`src/rtl/reg_write_arbiter.sv`:
```
// Register-file write-port arbiter: commit path has priority, long-latency results
// are written directly or buffered in an in-order FIFO, with a per-register pending scoreboard.
module reg_write_arbiter #(
    parameter int DEPTH          = 2,
    parameter int REG_ADDR_WIDTH = 5,
    parameter int DATA_WIDTH     = 32
) (
    input  logic                      clk,
    input  logic                      rst,
    input  logic                      flush,
    input  logic                      commitWriteEnable,
    input  logic [REG_ADDR_WIDTH-1:0] commitWriteAddr,
    input  logic [DATA_WIDTH-1:0]     commitWriteValue,
    input  logic                      issueValid,
    input  logic [REG_ADDR_WIDTH-1:0] issueAddr,
    input  logic                      lluValid,
    input  logic [REG_ADDR_WIDTH-1:0] lluAddr,
    input  logic [DATA_WIDTH-1:0]     lluValue,
    output logic                      lluReady,
    input  logic [REG_ADDR_WIDTH-1:0] queryAddr1,
    input  logic [REG_ADDR_WIDTH-1:0] queryAddr2,
    output logic                      busy1,
    output logic                      busy2,
    output logic                      regWriteEnable,
    output logic [REG_ADDR_WIDTH-1:0] regWriteAddr,
    output logic [DATA_WIDTH-1:0]     regWriteValue
);

    localparam int PTR_W = (DEPTH > 1) ? $clog2(DEPTH) : 1;
    localparam int CNT_W = $clog2(DEPTH) + 1;
    localparam int NREG  = 1 << REG_ADDR_WIDTH;
    localparam logic [CNT_W-1:0] DEPTH_C = CNT_W'(DEPTH);

    logic [NREG-1:0]           pending;
    logic [NREG-1:0]           pending_nxt;
    logic [REG_ADDR_WIDTH-1:0] fifo_addr [DEPTH];
    logic [DATA_WIDTH-1:0]     fifo_data [DEPTH];
    logic [PTR_W-1:0]          head;
    logic [PTR_W-1:0]          tail;
    logic [CNT_W-1:0]          count;

    logic fifo_empty;
    logic port_valid;
    logic pop;
    logic bypass;
    logic push;

    assign fifo_empty = (count == '0);
    // Full is judged on the registered count only, so a pop never frees a slot in the same cycle.
    assign lluReady   = (count < DEPTH_C) && !flush;
    assign push       = lluValid && lluReady && !bypass;

    always_comb begin
        pop           = 1'b0;
        bypass        = 1'b0;
        port_valid    = 1'b0;
        regWriteAddr  = commitWriteAddr;
        regWriteValue = commitWriteValue;
        if (commitWriteEnable) begin
            port_valid = 1'b1;
        end else if (!fifo_empty) begin
            regWriteAddr  = fifo_addr[head];
            regWriteValue = fifo_data[head];
            pop           = !flush;
            port_valid    = !flush;
        end else if (lluValid) begin
            regWriteAddr  = lluAddr;
            regWriteValue = lluValue;
            bypass        = lluReady;
            port_valid    = lluReady;
        end
        // x0 is hardwired: the slot is consumed but nothing is written.
        regWriteEnable = port_valid && (regWriteAddr != '0);
    end

    always_comb begin
        pending_nxt = pending;
        if (pop || bypass) begin
            pending_nxt[regWriteAddr] = 1'b0;
        end
        if (issueValid && (issueAddr != '0)) begin
            pending_nxt[issueAddr] = 1'b1;
        end
        pending_nxt[0] = 1'b0;
    end

    assign busy1 = pending[queryAddr1];
    assign busy2 = pending[queryAddr2];

    always_ff @(posedge clk or posedge rst) begin
        if (rst) begin
            pending <= '0;
            head    <= '0;
            tail    <= '0;
            count   <= '0;
        end else if (flush) begin
            pending <= '0;
            head    <= '0;
            tail    <= '0;
            count   <= '0;
        end else begin
            pending <= pending_nxt;
            if (push) begin
                tail <= tail + PTR_W'(1);
            end
            if (pop) begin
                head <= head + PTR_W'(1);
            end
            case ({push, pop})
                2'b10:   count <= count + CNT_W'(1);
                2'b01:   count <= count - CNT_W'(1);
                default: count <= count;
            endcase
        end
    end

    // Payload storage needs no reset; validity is tracked by count.
    always_ff @(posedge clk) begin
        if (push) begin
            fifo_addr[tail] <= lluAddr;
            fifo_data[tail] <= lluValue;
        end
    end

endmodule

```
`config.mk`:
```
export PLATFORM = sky130hd
export DESIGN_NAME = reg_write_arbiter
export DESIGN_NICKNAME = d
export VERILOG_FILES = /design/src/rtl/reg_write_arbiter.sv
export SDC_FILE = /design/constraint.sdc
export NUM_CORES = 1
export LEC_CHECK = 0
export CORE_MARGIN = 2
export CORE_UTILIZATION = 35
export CTS_BUF_LIST = sky130_fd_sc_hd__clkbuf_4 sky130_fd_sc_hd__clkbuf_8
export DETAILED_ROUTE_END_ITERATION = 8
export PLACE_DENSITY = 0.59
export SLEW_MARGIN = 0
export SYNTH_ARGS = -nofsm -noshare
export SYNTH_HDL_FRONTEND = slang
export SYNTH_SLANG_ARGS = --single-unit
export TNS_END_PERCENT = 100
```
`constraint.sdc`:
```
create_clock -name clk -period 8.8 [get_ports clk]
set_clock_uncertainty 0.05 [all_clocks]
set_input_delay 1.76 -clock clk [delete_from_list [all_inputs] [get_ports clk]]
set_output_delay 1.76 -clock clk [all_outputs]
set_load 0.005 [all_outputs]
```
==> summary.txt, run 1 <==
Worst hold endpoint: tail
Yosys warns: 0
Critical Path Max Stage Delay: 660 ps
Max H-tree Level: 3
Crit path time final: 6274 ps
Max stage delay cell, worst path: or4b_4
First-pass GRT wire length: 26.08 mm
Worst-Margin Slew: 1292 ps
Slew Limit Fails: 0
Setup Viol. Count Final: 0
Ports: 136
Hold Path Cell Cnt: 2
Cell row count: 48
CTS tree: done
Clock tree buffer depth: 2
Worst min-delay path category: reg -> reg
DRC violations left: 0
Most used cell along the critical path: clkdlybuf4s50_1
CTS clk-pin slew, worst paths: 100 ps
Crit Path Class: in -> out
Post-synthesis register bit count: 109
Final net count: 732
Sequential-to-total area share from yosys stat: 51.35%
CTS Root Cell: clkbuf_8
Vias: 4809
Vias in the first global route: 4695
CP bufs+invs: 3
Post-CTS repair timing setup buffer count: 0
Chip width: 135.3 µm
Req. time, crit path: 6990 ps
DR vias/cell: 5.547
Worst EP arrival: 4460 ps
Initial antenna violation count: 0
F_max: 159.4 MHz
Reg2Reg Launch Point: head
CP delay by family, top: buffers and inverters
Status: finished, final reports clean
Final GP Congestion: 0.8796
Post-Synthesis Cells: 523
Syn Area/Cell: 11.54 µm²
Routed length per placed instance: 19.39 µm
Sum of negative setup slack: 0 ps
Post-Synthesis Cell Area: 6033 µm²
Clk_lat worst skew: 380 ps
Resized Gates After CTS: 0
Power per cell area: 148.0 nW/µm²
Synth area leaders: edfxtp_1 37%, dfrtp_1 15%, mux4_2 6.7%, mux2_2 6.3%, a22oi_1 4.2%
TritonRoute pass-1 iters: 7
Hold Path Origin: tail
Global route overflow: 0
Port Buffers: 135
Clk sinks: 109
Largest net degree at the start of global routing: 43
Placed cells: 851
Total die area: 18300 µm²
Most used DFF post-synth: edfxtp_1
Hold Vio Cnt, Final: 0
Startpoint types: input port
Post-synth EDFFs: 74
Worst r2r path cells: 5
Worst setup EP type: output pin
Most frequent cells in the layout: 135 x clkdlybuf4s50_1, 74 x edfxtp_1, 50 x nand2_1
Hold_buf cts: 0
N_diodes: 0
Iter 0 DRT Violations: 492
Period utilization: 71.29%
Leakage Power: 2.746 nW
Post-Syn Nets: 618
Post-detail-place hpwl: 11.92 mm
Max Cap Viol: 0
Core area: 17060 µm²
Max FO, Critical Path: 42
Final WL: 16.81 mm
Distinct cells, synth: 48
R2r endpoint: pending[29]
FILL cells: 1576
GRT Resource Usage Total: 18.51%
Area growth from synthesis to layout: 29.26%
Starting Density: 35.37%
Share of layout cells above drive strength 1: 15.26%
Async set-reset flop share out of synthesis: 32.11%
Worst-path cell chain: clkdlybuf4s50_1 > buf_4 > or4b_4 > a2bb2oi_2 > a222oi_1 > a31oi_1 > clkdlybuf4s50_1
Cell type with the largest total area after synthesis: edfxtp_1
Share of the synthesized area in the top cell type: 36.83%
Final non-filler cell total: 867
Unrepaired setup endpoints after global routing: false
R2R Setup Slk: 5650 ps
VDD IR max: 71.47 µV
Max transition margin: 13.09%
Commonest non-fill, non-tap cell in the layout: clkdlybuf4s50_1
TritonCTS buffer count: 9
Final ANT Viol Nets: 0
Die H: 135.3 µm
==> power breakdown <==
group | internal [W] | leakage [nW] | switching [W] | total [W]
Clock | 0.000165 | 0.115 | 0.000188 | 0.000353
Combinational | 0.000119 | 1.47 | 0.000114 | 0.000233
Sequential | 0.000562 | 1.16 | 0.00000560 | 0.000568
==> final cells by class <==
type | count | area, µm² | area share [%]
Sequential cell | 109 | 3098 | 39.72
Multi-Input combinational cell | 364 | 2736 | 35.09
Timing Repair Buffer | 144 | 1419 | 18.19
Tap cell | 225 | 281.5 | 3.610
Clock buffer | 9 | 123.9 | 1.588
Clock inverter | 7 | 106.4 | 1.364
Inverter | 9 | 33.78 | 0.4332
==> sequential cells by signal, indices dropped and copies added, names as in the netlist <==
register / flops
count: 2
tail: 1
fifo_data: 64
head: 1
pending: 31
fifo_addr: 10
==> cells by family (layout without fill, tap and decap cells) <==
logic type      count (synthesis)  count (layout)  share of synthesized area [%]
flops                         109             109                          51.35
simple gates                  147             147                          12.40
xor+xnor                        3               3                         0.4356
mux                            59              59                          14.23
buf+inv                        50             169                          3.505
compound gates                155             155                          18.08
==> worst max-delay path by stage <==
stage	from	to	cells past startpoint
final	commitWriteEnable	regWriteEnable	7
after global routing	commitWriteEnable	regWriteEnable	7
after detailed placement	commitWriteEnable	regWriteEnable	7
after floorplan	flush	fifo_addr[1][0]	4
after CTS	commitWriteEnable	regWriteEnable	7
after global placement	commitWriteEnable	regWriteEnable	7
==> worst min-delay path, stage by stage (launching register included) <==
cell	delay [ps]
dfrtp_1	410
xor2_1	80
nor2_1	70
==> through the flow <==
step           power (W)  hold slack (ps)  instance area, µm²  setup slack (ps)  utilization (%)
3_5_place_dp   0.0008127            518.4                7569              2533            44.37
4_1_cts         0.001167            542.8                7799              2534            45.72
2_1_floorplan  0.0006953            469.3                6033              3074                -
5_1_grt         0.001207            579.7                7799              2347            45.72
3_3_place_gp   0.0008086            508.3                7569              2552            44.37
6_report        0.001154            545.3                7799              2526            45.72
==> cell usage after synthesis (9+ instances only) <==
master / number
mux4_2: 18
nand2_1: 50
a31oi_1: 9
a22oi_1: 34
a21oi_1: 23
dfrtp_1: 35
nor2_1: 44
nor3_1: 18
edfxtp_1: 74
o21bai_1: 14
a311oi_1: 13
clkbuf_1: 32
o21ai_0: 34
a41oi_1: 10
mux2_2: 34
==> per-layer routing <==
| layer | GRT usage (%) | vias up | part of all wire (%) |
|---|---|---|---|
| met3 | 4.078 | 19 | 6.4 |
| li1 | - | 2265 | - |
| met4 | 6.192 | 0 | 1.6 |
| met2 | 30.17 | 167 | 49 |
| met5 | 0 | - | 0 |
| met1 | 24.60 | 2358 | 43 |
Power figures use the tool's default switching activity.
==> inputs of run 2 (changes only) <==
==> constraint.sdc (replaced) <==
create_clock -name clk -period 6 [get_ports clk]
set_clock_uncertainty 0.05 [all_clocks]
set_input_delay 1.2 -clock clk [delete_from_list [all_inputs] [get_ports clk]]
set_output_delay 1.2 -clock clk [all_outputs]
set_load 0.005 [all_outputs]
==> run 2 against run 1 <==
Register-to-register slack got worse by 2700 ps. Count of clock-buffer cells in the layout increased by 1. Worst hold slack improved by 2.9 ps. Sequential share of layout area increased by 0.17 points. Non-clock buffer count unchanged. Final cell count unchanged. Critical path depth decreased by 1. Utilization decreased by 0.20 points. Sequential power increased by 46%.
==> summary.txt, run 2 (synthesis gave the netlist of run 1 again) <==
TritonCTS buffer count: 9 (unchanged)
Total die area: 18300 µm² (unchanged)
Clk sinks: 109 (unchanged)
Worst min-delay path category: reg -> reg
Req. time, crit path: 4750 ps (-2240 ps)
Worst EP arrival: 3920 ps (-540 ps)
Most frequent cells in the layout: 135 x clkdlybuf4s50_1, 74 x edfxtp_1, 50 x nand2_1
Worst setup EP type: output pin
Global route overflow: 0 (unchanged)
Resized Gates After CTS: 0 (unchanged)
Post-detail-place hpwl: 11.63 mm (-2.4%)
Placement Cell Area: 7581 µm² (+0.17%)
Worst-Margin Slew: 1237 ps (-55.03 ps)
Max transition margin: 16.79% (+3.7 points)
DRC violations left: 0 (unchanged)
Core area: 17060 µm² (unchanged)
Power per cell area: 206.6 nW/µm² (+40%)
Max H-tree Level: 3 (unchanged)
Post-CTS repair timing setup buffer count: 0 (unchanged)
Status: finished, final reports clean
F_max: 193.5 MHz
Startpoint types: input port
Largest regs: fifo_data x64, pending x31, fifo_addr x10
Vias in the first global route: 4729 (+0.72%)
Routed length per placed instance: 18.58 µm (-4.2%)
Chip width: 135.3 µm (unchanged)
Unrepaired setup endpoints after global routing: false
Crit Path Class: in -> out
FILL cells: 1582 (+0.38%)
Final WL: 16.11 mm (-4.2%)
N_diodes: 0 (unchanged)
Cell row count: 48 (unchanged)
VDD IR max: 103.6 µV (+45%)
Area growth from synthesis to layout: 28.70%
DR vias/cell: 5.549 (about the same)
Commonest non-fill, non-tap cell in the layout: clkdlybuf4s50_1
Starting Density: 35.37% (unchanged)
Largest Register: fifo_data
Leakage Power: 2.732 nW (-0.52%)
Port Buffers: 135 (unchanged)
Max FO, Critical Path: 11 (-74%)
Clock tree buffer depth: 2 (unchanged)
Vias: 4811 (+0.042%)
CTS tree: done
Largest net degree at the start of global routing: 39 (-9.3%)
Initial antenna violation count: 0 (unchanged)
GRT Resource Usage Total: 17.93% (-0.59 points)
Slew Limit Fails: 0 (unchanged)
CTS clk-pin slew, worst paths: 110 ps (about the same)
Hold Vio Cnt, Final: 0 (unchanged)
Clk_lat worst skew: 380 ps (about the same)
Max Cap Viol: 0 (unchanged)
Final GP Congestion: 0.9246 (+5.1%)
Setup Viol. Count Final: 0 (unchanged)
Final ANT Viol Nets: 0 (unchanged)
TritonRoute pass-1 iters: 5 (-2)
Period utilization: 86.14%
Hold_buf cts: 0 (unchanged)
Sum of negative setup slack: 0 ps (unchanged)
Finished Cell Area: 7765 µm² (-0.43%)
Iter 0 DRT Violations: 462 (-6.1%)
Final net count: 732 (unchanged)
CTS Root Cell: clkbuf_8
Crit path time final: 5168 ps
Ports: 136 (unchanged)
Die H: 135.3 µm (unchanged)
Share of layout cells above drive strength 1: 15.26% (unchanged)
First-pass GRT wire length: 25.41 mm (-2.6%)
Max reg flops: 64 (unchanged)
-- run 2: changes by cell type in the layout (fill, tap and decap cells not counted) --
cell       change
clkbuf_4       +1
buf_4          -1
inv_8          +2
inv_6          -2
clkinv_4       +2
bufinv_16      -2
buf_12         +1
clkinv_8       -1
-- run 2: worst paths after layout --
| check | start | end | slack, ps | cells past startpoint |
|---|---|---|---|---|
| max in group asynchronous | rst | pending[31] | 4390 | 3 |
| min in group asynchronous | rst | pending[2] | 1170 | 3 |
| worst min-delay path | pending[4] | pending[4] | 550 | 2 |
| worst max register to register | head | pending[31] | 2920 | 5 |
| worst min register to register | pending[4] | pending[4] | 550 | 2 |
| worst max-delay path | commitWriteEnable | regWriteEnable | 830 | 6 |
-- run 2: critical path, stage by stage --
cell and delay, ps:
clkdlybuf4s50_1 610, or4b_4 710, a2bb2oi_2 230, a222oi_1 510, a31oi_1 190, clkdlybuf4s50_1 470
-- run 2: through the flow --
stage	power [W]	util (%)	worst slack, ps	cells	hold WS (ps)
floorplan	0.001020	-	833.8	523	469.3
global placement	0.001186	44.45	901.5	851	504.5
detailed placement	0.001191	44.45	848.9	851	532.8
CTS	0.001622	45.53	850.8	867	550.4
global route	0.001678	45.53	651.6	867	573.8
finish	0.001605	45.53	831.8	867	548.3
-- run 2: routing by layer --
| metal | routed length (µm) | share of wire, % | up-vias | GRT usage (%) |
|---|---|---|---|---|
| li1 | - | - | 2254 | - |
| met1 | 6656 | 41 | 2351 | 22.78 |
| met2 | 8090 | 50 | 189 | 30.40 |
| met3 | 1124 | 7.0 | 17 | 4.190 |
| met4 | 234 | 1.5 | 0 | 5.671 |
| met5 | 0 | 0 | - | 0 |
-- run 2: power breakdown --
group / total, W / switching [W] / internal [W]
Clock: 0.000431 / 0.000267 / 0.000163
Combinational: 0.000342 / 0.000166 / 0.000176
Sequential: 0.000832 / 0.00000766 / 0.000825
-- run 2: area by class of cell --
type / instances / area, µm² / share of cell area (%)
well taps: 225 / 281.5 / 3.626
inverters: 9 / 33.78 / 0.4351
clock inverters: 6 / 52.55 / 0.6768
clock buffers: 10 / 131.4 / 1.692
multi-input cells: 364 / 2736 / 35.24
repair buffers: 144 / 1431 / 18.43
flip-flops and latches: 109 / 3098 / 39.90
